File: config.mk
export PLATFORM = sky130hd
export DESIGN_NAME = alu_operand_seq
export DESIGN_NICKNAME = d
export VERILOG_FILES = /design/src/rtl/alu_seq_pkg.sv /design/src/rtl/key_debounce.sv /design/src/rtl/alu_operand_seq.sv
export SDC_FILE = /design/constraint.sdc
export NUM_CORES = 1
export LEC_CHECK = 0
export ABC_AREA = 1
export ABC_CLOCK_PERIOD_IN_PS = 2850
export CORE_MARGIN = 4
export CORE_UTILIZATION = 45
export CTS_CLUSTER_DIAMETER = 50
export DETAILED_ROUTE_END_ITERATION = 8
export PLACE_DENSITY = 0.81
export SETUP_SLACK_MARGIN = 0.3
export SYNTH_ARGS = -nofsm -noshare
export SYNTH_HDL_FRONTEND = slang
export SYNTH_SLANG_ARGS = --single-unit
File: constraint.sdc
create_clock -name iCLK -period 2.85 [get_ports iCLK]
set_input_delay 0.285 -clock iCLK [delete_from_list [all_inputs] [get_ports iCLK]]
set_output_delay 0.285 -clock iCLK [all_outputs]
set_load 0.005 [all_outputs]
File: src/rtl/alu_seq_pkg.sv
// Shared types and constants for the ALU operand sequencer.
package alu_seq_pkg;

    localparam int unsigned DATA_W = 4;
    localparam int unsigned SEL_W  = 2;

    typedef enum logic [1:0] {
        WAIT_A = 2'd0,
        WAIT_B = 2'd1,
        EXEC   = 2'd2,
        SHOW   = 2'd3
    } seq_state_e;

    localparam logic [SEL_W-1:0] OP_ADD = 2'b00;
    localparam logic [SEL_W-1:0] OP_SUB = 2'b01;
    localparam logic [SEL_W-1:0] OP_SHR = 2'b10;
    localparam logic [SEL_W-1:0] OP_SHL = 2'b11;

endpackage

File: src/rtl/key_debounce.sv
// Key synchronizer, optional debounce (ALU_SEQ_DEBOUNCE_EN) and press detector.
// o_press is a one-cycle pulse on the accepted falling edge of the debounced level.
module key_debounce #(
    parameter int unsigned DEB_CYCLES = 500000,
    parameter int unsigned DEB_W      = 19
) (
    input  logic iCLK,
    input  logic iRST,
    input  logic i_key_n,
    output logic o_press
);

    logic sync1;
    logic sync2;
    logic deb_lvl;
    logic deb_d1;

    // Counter must be able to reach DEB_CYCLES-1
    if ((64'd1 << DEB_W) <= 64'(DEB_CYCLES)) begin : g_deb_w_too_small
        $error("key_debounce: DEB_W too small for DEB_CYCLES");
    end

    always_ff @(posedge iCLK) begin
        if (iRST) begin
            sync1 <= 1'b1;
            sync2 <= 1'b1;
        end else begin
            sync1 <= i_key_n;
            sync2 <= sync1;
        end
    end

`ifdef ALU_SEQ_DEBOUNCE_EN
    localparam logic [DEB_W-1:0] CNT_LAST = DEB_W'(DEB_CYCLES - 1);

    logic             deb_q;
    logic [DEB_W-1:0] cnt;

    // Accept a new level only after it has differed for DEB_CYCLES consecutive cycles
    always_ff @(posedge iCLK) begin
        if (iRST) begin
            deb_q <= 1'b1;
            cnt   <= '0;
        end else if (sync2 == deb_q) begin
            cnt <= '0;
        end else if (cnt == CNT_LAST) begin
            deb_q <= sync2;
            cnt   <= '0;
        end else begin
            cnt <= cnt + DEB_W'(1);
        end
    end

    assign deb_lvl = deb_q;
`else
    assign deb_lvl = sync2;
`endif

    always_ff @(posedge iCLK) begin
        if (iRST) begin
            deb_d1  <= 1'b1;
            o_press <= 1'b0;
        end else begin
            deb_d1  <= deb_lvl;
            o_press <= deb_d1 & ~deb_lvl;
        end
    end

endmodule

File: src/rtl/alu_operand_seq.sv
// Three-step operand loader (A, then B+opcode, then execute) feeding a 4-bit ALU.
// Key debounce is compiled in when ALU_SEQ_DEBOUNCE_EN is defined.
module alu_operand_seq
    import alu_seq_pkg::*;
#(
    parameter int unsigned DEB_CYCLES = 500000,
    parameter int unsigned DEB_W      = 19
) (
    input  logic              iCLK,
    input  logic              iRST,
    input  logic              i_key_n,
    input  logic [DATA_W-1:0] i_data,
    input  logic [SEL_W-1:0]  i_sel,
    input  logic [DATA_W-1:0] i_res,
    input  logic              i_ovf,
    output logic [DATA_W-1:0] o_a,
    output logic [DATA_W-1:0] o_b,
    output logic [SEL_W-1:0]  o_sel,
    output logic [DATA_W-1:0] o_res,
    output logic              o_ovf,
    output logic              o_done,
    output logic [1:0]        o_state
);

    logic press;

    key_debounce #(
        .DEB_CYCLES(DEB_CYCLES),
        .DEB_W     (DEB_W)
    ) u_key (
        .iCLK   (iCLK),
        .iRST   (iRST),
        .i_key_n(i_key_n),
        .o_press(press)
    );

    seq_state_e        state_q;
    seq_state_e        state_d;
    logic [DATA_W-1:0] a_d;
    logic [DATA_W-1:0] b_d;
    logic [SEL_W-1:0]  sel_d;
    logic [DATA_W-1:0] res_d;
    logic              ovf_d;
    logic              done_d;

    always_comb begin
        state_d = state_q;
        a_d     = o_a;
        b_d     = o_b;
        sel_d   = o_sel;
        res_d   = o_res;
        ovf_d   = o_ovf;
        done_d  = o_done;
        case (state_q)
            WAIT_A: begin
                if (press) begin
                    a_d     = i_data;
                    state_d = WAIT_B;
                end
            end
            WAIT_B: begin
                if (press) begin
                    b_d     = i_data;
                    sel_d   = i_sel;
                    state_d = EXEC;
                end
            end
            EXEC: begin
                // Shifts never report overflow, whatever the ALU drives
                res_d   = i_res;
                ovf_d   = ((o_sel == OP_ADD) || (o_sel == OP_SUB)) ? i_ovf : 1'b0;
                done_d  = 1'b1;
                state_d = SHOW;
            end
            SHOW: begin
                if (press) begin
                    done_d  = 1'b0;
                    state_d = WAIT_A;
                end
            end
            default: state_d = WAIT_A;
        endcase
    end

    always_ff @(posedge iCLK) begin
        if (iRST) begin
            state_q <= WAIT_A;
            o_a     <= '0;
            o_b     <= '0;
            o_sel   <= '0;
            o_res   <= '0;
            o_ovf   <= 1'b0;
            o_done  <= 1'b0;
        end else begin
            state_q <= state_d;
            o_a     <= a_d;
            o_b     <= b_d;
            o_sel   <= sel_d;
            o_res   <= res_d;
            o_ovf   <= ovf_d;
            o_done  <= done_d;
        end
    end

    assign o_state = state_q;

endmodule
==> results of run 1 <==
-- final timing paths --
check                                  start  depth (start not counted)  slack [ns]       endpoint
worst max-delay path              o_state[1]                          1        1.34     o_state[1]
worst min register to register  u_key.deb_d1                          2        0.42  u_key.o_press
worst max register to register    o_state[0]                          5        1.57     o_state[0]
worst min-delay path            u_key.deb_d1                          2        0.42  u_key.o_press
-- logic make-up after synthesis --
group           share of synthesized area [%]
compound gates                          11.11
flops                                   51.46
fa+ha+maj                               7.310
simple gates                            24.27
buf+inv                                 5.848
-- sequential cells by signal (all words and copies together), names as in the netlist --
name and count:
u_key.o_press 1, o_a 4, o_ovf 1, o_sel 2
o_done 1, o_b 4, u_key.deb_d1 1, u_key.sync1 1
o_state 2, o_res 4, u_key.deb_lvl 1
-- cell usage after synthesis --
cell type  instances
nor2_1            34
dfxtp_1           22
o21ai_0           16
inv_1              7
nand2_1            6
ha_1               5
a21oi_1            3
or2_2              3
inv_2              2
nand2_2            2
nand3_1            2
buf_6              1
clkinv_2           1
nand3_2            1
or2_1              1
-- power breakdown --
part	total, mW	switching [mW]	internal, mW
Combinational	0.297	0.138	0.159
Sequential	0.385	0.0304	0.354
Clock	0.233	0.0904	0.142
-- area by class of cell --
class / count / area [um2]
Fill cell: 154 / 525.5
Sequential cell: 22 / 440.4
Multi-Input combinational cell: 73 / 365.4
Timing Repair Buffer: 31 / 310.3
Inverter: 10 / 38.79
Tap cell: 25 / 31.28
Clock inverter: 1 / 30.03
Clock buffer: 3 / 22.52
-- tightest hold or removal path: cells and delay by family (launching register included) --
kind          cells  cell delay, ns
buf+inv           1            0.04
flops             1            0.31
simple gates      1            0.03
-- per-layer routing --
metal,global-route usage [%],up-vias,wire (um)
met3,5.731,2,106
met2,25.85,21,848
li1,-,399,-
met4,3.930,0,14
met5,0,-,0
met1,16.05,332,750
==> results.toml, run 1 <==
[sta]
rsz0062_at_grt = "no"
fmax_mhz = 661.1
postLayoutSetupSlackWorst_ns = 1.337
setup_tns_ns = 0
finalSetupViolations = 0
maxSlewViolCount = 0
max_slew.worst_pin.slew_ns = 0.2175
hold_ws_ns = 0.4177
period_share_pct = 53.08
period_minus_slack_ns = 1.513
skew_ns = 0.01228
finalHoldViolations = 0
slew-limit-headroom_pct = 85.48

[critical_path]
start_kind = "register"
path_cells = "clkdlybuf4s50_1"
cp-end-kind = "output pin"
critPathMaxStageDelay_ns = 0.53
crit_required_ns = 2.57
cp_top_family = "buffers and inverters"
path_buf_inv = 1
arrival_ns = 1.23
cp_slowest_cell = "clkdlybuf4s50_1"
path_class = "register to output pin"
path_max_fanout = 4

[place]
post-place-ws_ns = 1.578
dp.cells = 161
hpwlAfterDp_um = 1395
placed_area_mm2 = 0.001186
numPortBuffers = 31
gp_congestion = 0.8339

[clock_network]
clock-sinks = 22
clockRootBuffer = "clkbuf_4"
cts_tree = "yes"
numCtsBuffers = 3
postCtsSetupBuffers = 0
clk_latency_ns = 0.31
cts_hold_buf = 0
cts_buffer_depth = 2
post_cts_resized = 0
htreeDepth = 1
clkTransAtPathRegs_ns = 0.11

[run_status]
status = "completed"

[synthesis]
syn-num-nets = 125
synth_seq_cells = 22
yosysWarnings = 0
synth.distinct_cells = 15
synth_area_leaders = "dfxtp_1 51%, nor2_1 15%, o21ai_0 9.4%"
yosysTopAreaCellShare_pct = 51.46
syn_area_um2 = 855.8
synth_top_area_cell = "dfxtp_1"
syn_inst = 106
synth_seq_area_share_pct = 51.46
syn_avg_cell_area_um2 = 8.074

[grt]
grt_pass1_wl_um = 2960
grt_use_total_pct = 14.59
antenna_found_initial = 0
grt-ovfl-total = 0
grt_max_degree = 19
first_global_vias = 739

[die]
die_w_um = 51.61
core_area_mm2 = 0.001764
io_pins = 32
rows = 15
start_util_pct = 48.51
die_y_um = 51.61
die_area_mm2 = 0.002664

[route]
routed_via_density = 4.570
drt_pass1_iterations = 4
drc = 0
drt_iter0_drc = 8
wl_per_cell_um = 10.42
ant_nets = 0
wl_um = 1719
vias = 754

[layout]
layout_common_cells = "34 x nor2_1, 31 x clkdlybuf4s50_1, 22 x dfxtp_1, 16 x o21ai_0, 7 x inv_1"
antennaDiodeCount = 0
nets = 160
area_growth_pct = 44.74
final_area_mm2 = 0.001239
final_util_pct = 70.21
layoutNonFillerInstCount = 165
drive_above_1_share_pct = 9.286
layout_commonest_cell = "nor2_1"

[power]
p_leak_nw = 0.5183
total_power_mw = 0.9142
max-vdd-ir-drop_v = 0.0005372
power.density_mw_per_mm2 = 738.0

[job]
cap_violations = 0

[hold_path]
hp-class = "register to register"
(Power assumes the default switching activity.)
==> inputs of run 2 (changes only) <==
- ABC_CLOCK_PERIOD_IN_PS: 2850 -> 1400
- CORE_UTILIZATION: 45 -> 42
- PLACE_DENSITY: 0.81 -> 0.77
- clock period: 2.85 -> 1.4 ns (I/O delays scaled with it)
==> results.toml, run 2 (synthesized netlist as in run 1, its figures left out) <==
[die]
io_pins = 32
die_w_um = 53.14
die_y_um = 53.14
rows = 16
die_area_mm2 = 0.002824
start_util_pct = 44.07
core_area_mm2 = 0.001942

[power]
p_int_mw = 1.324
pwr-share-clk_pct = 17.2
power_frac_seq_pct = 40.1
max-vdd-ir-drop_v = 0.001056
switching_share_pct = 32.94
p_sw_mw = 0.6507
power.density_mw_per_mm2 = 1478
power_frac_comb_pct = 42.7
total_power_mw = 1.975
p_leak_nw = 0.6558

[grt]
antenna_found_initial = 0
first_global_vias = 823
grt-ovfl-total = 0
grt_pass1_wl_um = 3381
grt_max_degree = 19
grt_use_total_pct = 16.38

[place]
numPortBuffers = 31
hpwlAfterDp_um = 1443
gp_congestion = 0.7173

[hold_path]
hp-class = "primary input to register"
hp-start = "i_key_n"

[clock_network]
cts_buffer_depth = 2
cts_hold_buf = 0
clock-sinks = 22
clk_latency_ns = 0.30
htreeDepth = 1
clkTransAtPathRegs_ns = 0.12
cts_tree = "yes"
clockRootBuffer = "clkbuf_4"
numCtsBuffers = 3

[critical_path]
start_kind = "register"
crit_required_ns = 1.26
setup.worst_path.start = "o_state[0]"
path_cells = "buf_4, dlygate4sd2_1"
arrival_ns = 1.03
path_class = "register to output pin"
cp-end-kind = "output pin"
cp_slowest_cell = "dfxtp_2"
regToRegStartpoint = "o_state[1]"
critPathMaxStageDelay_ns = 0.35
path_max_fanout = 3

[sta]
finalSetupViolations = 0
max_slew.worst_pin.slew_ns = 0.2140
finalHoldViolations = 0
skew_ns = 0.008361
rsz0062_at_grt = "yes"
period_minus_slack_ns = 1.165
fmax_mhz = 858.0
maxSlewViolCount = 0
slew-limit-headroom_pct = 85.72
setup_tns_ns = 0
period_share_pct = 83.25

[route]
drc = 0
routed_via_density = 4.640
wl_per_cell_um = 11.45
drt_iter0_drc = 9
drt_pass1_iterations = 4
ant_nets = 0
met3_length_um = 170
drt-met1-wl_um = 770
highest_layer = "met4"
wl_um = 1970
vias = 798
wl_met2_um = 996

[layout]
layout_common_cells = "33 x nor2_1, 18 x dfxtp_2, 17 x dlygate4sd2_1, 16 x o21ai_0, 13 x clkdlybuf4s50_1"
antennaDiodeCount = 0
area_growth_pct = 56.14
layout_commonest_cell = "nor2_1"
nets = 165
drive_above_1_share_pct = 31.03
fill_cells = 186
seq_area_um2 = 462.9
largest_registers = "o_a: 4 flops, o_b: 4 flops, o_res: 4 flops"
multi_input_area_um2 = 425.4

[run_status]
status = "completed"

[job]
cap_violations = 0
run 2: layout make-up:
| cell class | instances | share of cell area [%] |
|---|---|---|
| clock buffers | 4 | 2.715 |
| flip-flops and latches | 22 | 34.64 |
| well taps | 27 | 2.528 |
| repair buffers | 36 | 24.91 |
| multi-input cells | 73 | 31.84 |
| inverters | 10 | 3.371 |
run 2: routing by layer:
metal	global-route usage [%]	vias up
met4	5.957	0
met1	16.18	354
met2	31.61	29
met3	4.789	4
li1	-	411
met5	0	-
run 2: worst paths after layout:
| path | endpoint | slack (ns) | cells after the start |
|---|---|---|---|
| setup / recovery | o_state[0] | 0.23 | 2 |
| hold / removal | u_key.sync1 | 0.40 | 2 |
| setup reg to reg | o_state[1] | 0.26 | 8 |
| hold reg to reg | u_key.o_press | 0.42 | 2 |
run 2: worst max-delay path: cells and delay by family, from the launching register on:
family	cells	cell delay, ns
flops	1	0.35
buf+inv	2	0.38
run 2: stage by stage:
step	instances	hold slack [ns]	area (um2)	setup slack, ns	utilization, %
4_1_cts	171	0.3901	1309	0.08280	67.40
2_1_floorplan	106	0.2438	860.8	0.3068	-
5_1_grt	172	0.3954	1336	0.1704	68.81
3_5_place_dp	163	0.4025	1194	0.2361	61.47
3_3_place_gp	163	0.3972	1194	0.2518	61.47
6_report	172	0.3974	1336	0.2345	68.81
run 2: what timing repair did:
item / CTS / global route
endpoints found under the setup margin: 30 / 16
hold endpoints to repair: 0 / 0
resized for setup: 44 / 7
pin swaps: 1 / 3
setup buffers: 4 / 1
run 2: power groups by stage:
stage / Sequential (mW) / Combinational (mW) / Clock, mW
after detailed placement: 0.801 / 0.627 / 0
final: 0.791 / 0.844 / 0.340
after global routing: 0.806 / 0.936 / 0.381
after floorplan: 0.803 / 0.332 / 0
after CTS: 0.787 / 0.765 / 0.357
after global placement: 0.801 / 0.604 / 0
==> inputs of run 3 (changes only) <==
- ABC_CLOCK_PERIOD_IN_PS: 1400 -> 1100
- clock period: 1.4 -> 1.1 ns (I/O delays scaled with it)
==> results.toml, run 3 (synthesized netlist as in run 1, its figures left out) <==
[run_status]
status = "finished, violations left"
violations = "setup timing"

[sta]
period_minus_slack_ns = 1.187
slew-limit-headroom_pct = 80.59
period_share_pct = 107.9
finalSetupViolations = 14
fmax_mhz = 842.8
maxSlewViolCount = 0
hold_ws_ns = 0.3479
skew_ns = 0.002376
rsz0062_at_grt = "yes"
max_slew.worst_pin.slew_ns = 0.2907
postLayoutSetupSlackWorst_ns = -0.08653
finalHoldViolations = 0

[grt]
grt_max_degree = 19
first_global_vias = 821
grt_use_total_pct = 17.48
grt_pass1_wl_um = 3532
antenna_found_initial = 0
grt-ovfl-total = 0

[layout]
largest_registers = "o_a: 4 flops, o_b: 4 flops, o_res: 4 flops"
layout_common_cells = "26 x nor2_1, 17 x dfxtp_2, 13 x clkdlybuf4s50_1, 11 x buf_4"
final_util_pct = 73.90
seq_area_um2 = 465.4
area_growth_pct = 67.69
layout_commonest_cell = "nor2_1"
antennaDiodeCount = 0
fill_cells = 149
multi_input_area_um2 = 469.2
layoutNonFillerInstCount = 179
nets = 172
drive_above_1_share_pct = 55.26

[clock_network]
htreeDepth = 1
cts_tree = "yes"
numCtsBuffers = 3
clkTransAtPathRegs_ns = 0.13
clock-sinks = 22
cts_buffer_depth = 2
clk_latency_ns = 0.31
cts_hold_buf = 0
clockRootBuffer = "clkbuf_4"

[die]
start_util_pct = 44.07
rows = 16
die_w_um = 53.14
core_area_mm2 = 0.001942
die_y_um = 53.14
io_pins = 32
die_area_mm2 = 0.002824

[place]
numPortBuffers = 31
hpwlAfterDp_um = 1443
gp_congestion = 0.7612
dp.cells = 163

[route]
drt_pass1_iterations = 4
ant_nets = 0
wl_per_cell_um = 12.72
vias = 841
routed_via_density = 4.698
drc = 0
drt_iter0_drc = 21
wl_um = 2276

[power]
power.density_mw_per_mm2 = 1938
max-vdd-ir-drop_v = 0.001412
total_power_mw = 2.782
p_leak_nw = 0.6399

[critical_path]
path_class = "register to register"
crit_required_ns = 1.33
start_kind = "register"
regToRegStartpoint = "o_state[0]"
r2r_slack_ns = -0.09
path_max_fanout = 8
arrival_ns = 1.41
reg2reg_depth = 6
worstReg2RegEnd = "o_state[0]"
cp-end-kind = "register"

[hold_path]
hp-start = "i_key_n"
min_to = "u_key.sync1"
worstHoldPathCells = 2
hp-class = "primary input to register"

[job]
cap_violations = 0
-- run 3: changes by cell type in the layout (fill, tap and decap cells not counted), sizes merged --
cell | previous run | this run
buf | 5 | 30
dlygate4sd2 | 17 | 0
dlymetal6s2s | 1 | 0
-- run 3: worst max-delay path, cell delays in order (launching register included) --
cell and delay, ns:
dfxtp_2 0.36, buf_6 0.12, inv_6 0.05, ha_4 0.17, or2_1 0.24, nor2_2 0.10
nor2_1 0.05
-- run 3: how the worst max path moves through the flow --
stage,cells past startpoint,startpoint,slack [ns],end
floorplan,7,o_state[0],0.1,o_state[0]
global placement,4,iRST,0.006,o_sel[1]
detailed placement,4,iRST,-0.02,o_sel[0]
CTS,8,o_state[1],-0.06,o_state[0]
global route,7,o_state[1],-0.13,o_state[1]
finish,6,o_state[0],-0.09,o_state[0]
-- run 3: per-stage QoR --
step / TNS [ns] / setup slack (ns) / cell area [um2]
floorplan: 0 / 0.09632 / 888.4
global placement: 0 / 0.006093 / 1221
detailed placement: -0.06604 / -0.02166 / 1221
CTS: -0.1818 / -0.06339 / 1282
global route: -1.325 / -0.1264 / 1435
finish: -0.3108 / -0.08653 / 1435
-- run 3: final cells by class --
class                      instances  share of cell area [%]
multi-input combinational         73                   32.69
sequential                        22                   32.43
timing repair buffer              43                   25.81
inverter                          10                   4.185
clock buffer                       4                   2.528
tap                               27                   2.354
-- run 3: timing repair --
action	4_1_cts	5_1_grt
setup buffers	4	8
pin swaps	0	8
setup endpoints to repair	36	36
resized for setup	100	31
-- run 3: layer usage --
layer  GRT usage, %  vias to the layer above  share of wire (%)
met2          33.47                       23                 52
li1               -                      428                  -
met5              0                        -                  0
met4          7.660                        0                1.2
met3          2.817                        4                5.6
met1          18.35                      386                 41
-- run 3: power breakdown --
group	switching (mW)	total [mW]	internal, mW
Combinational	0.627	1.30	0.671
Clock	0.265	0.468	0.202
Sequential	0.0707	1.02	0.946
Total	0.963	2.78	1.82
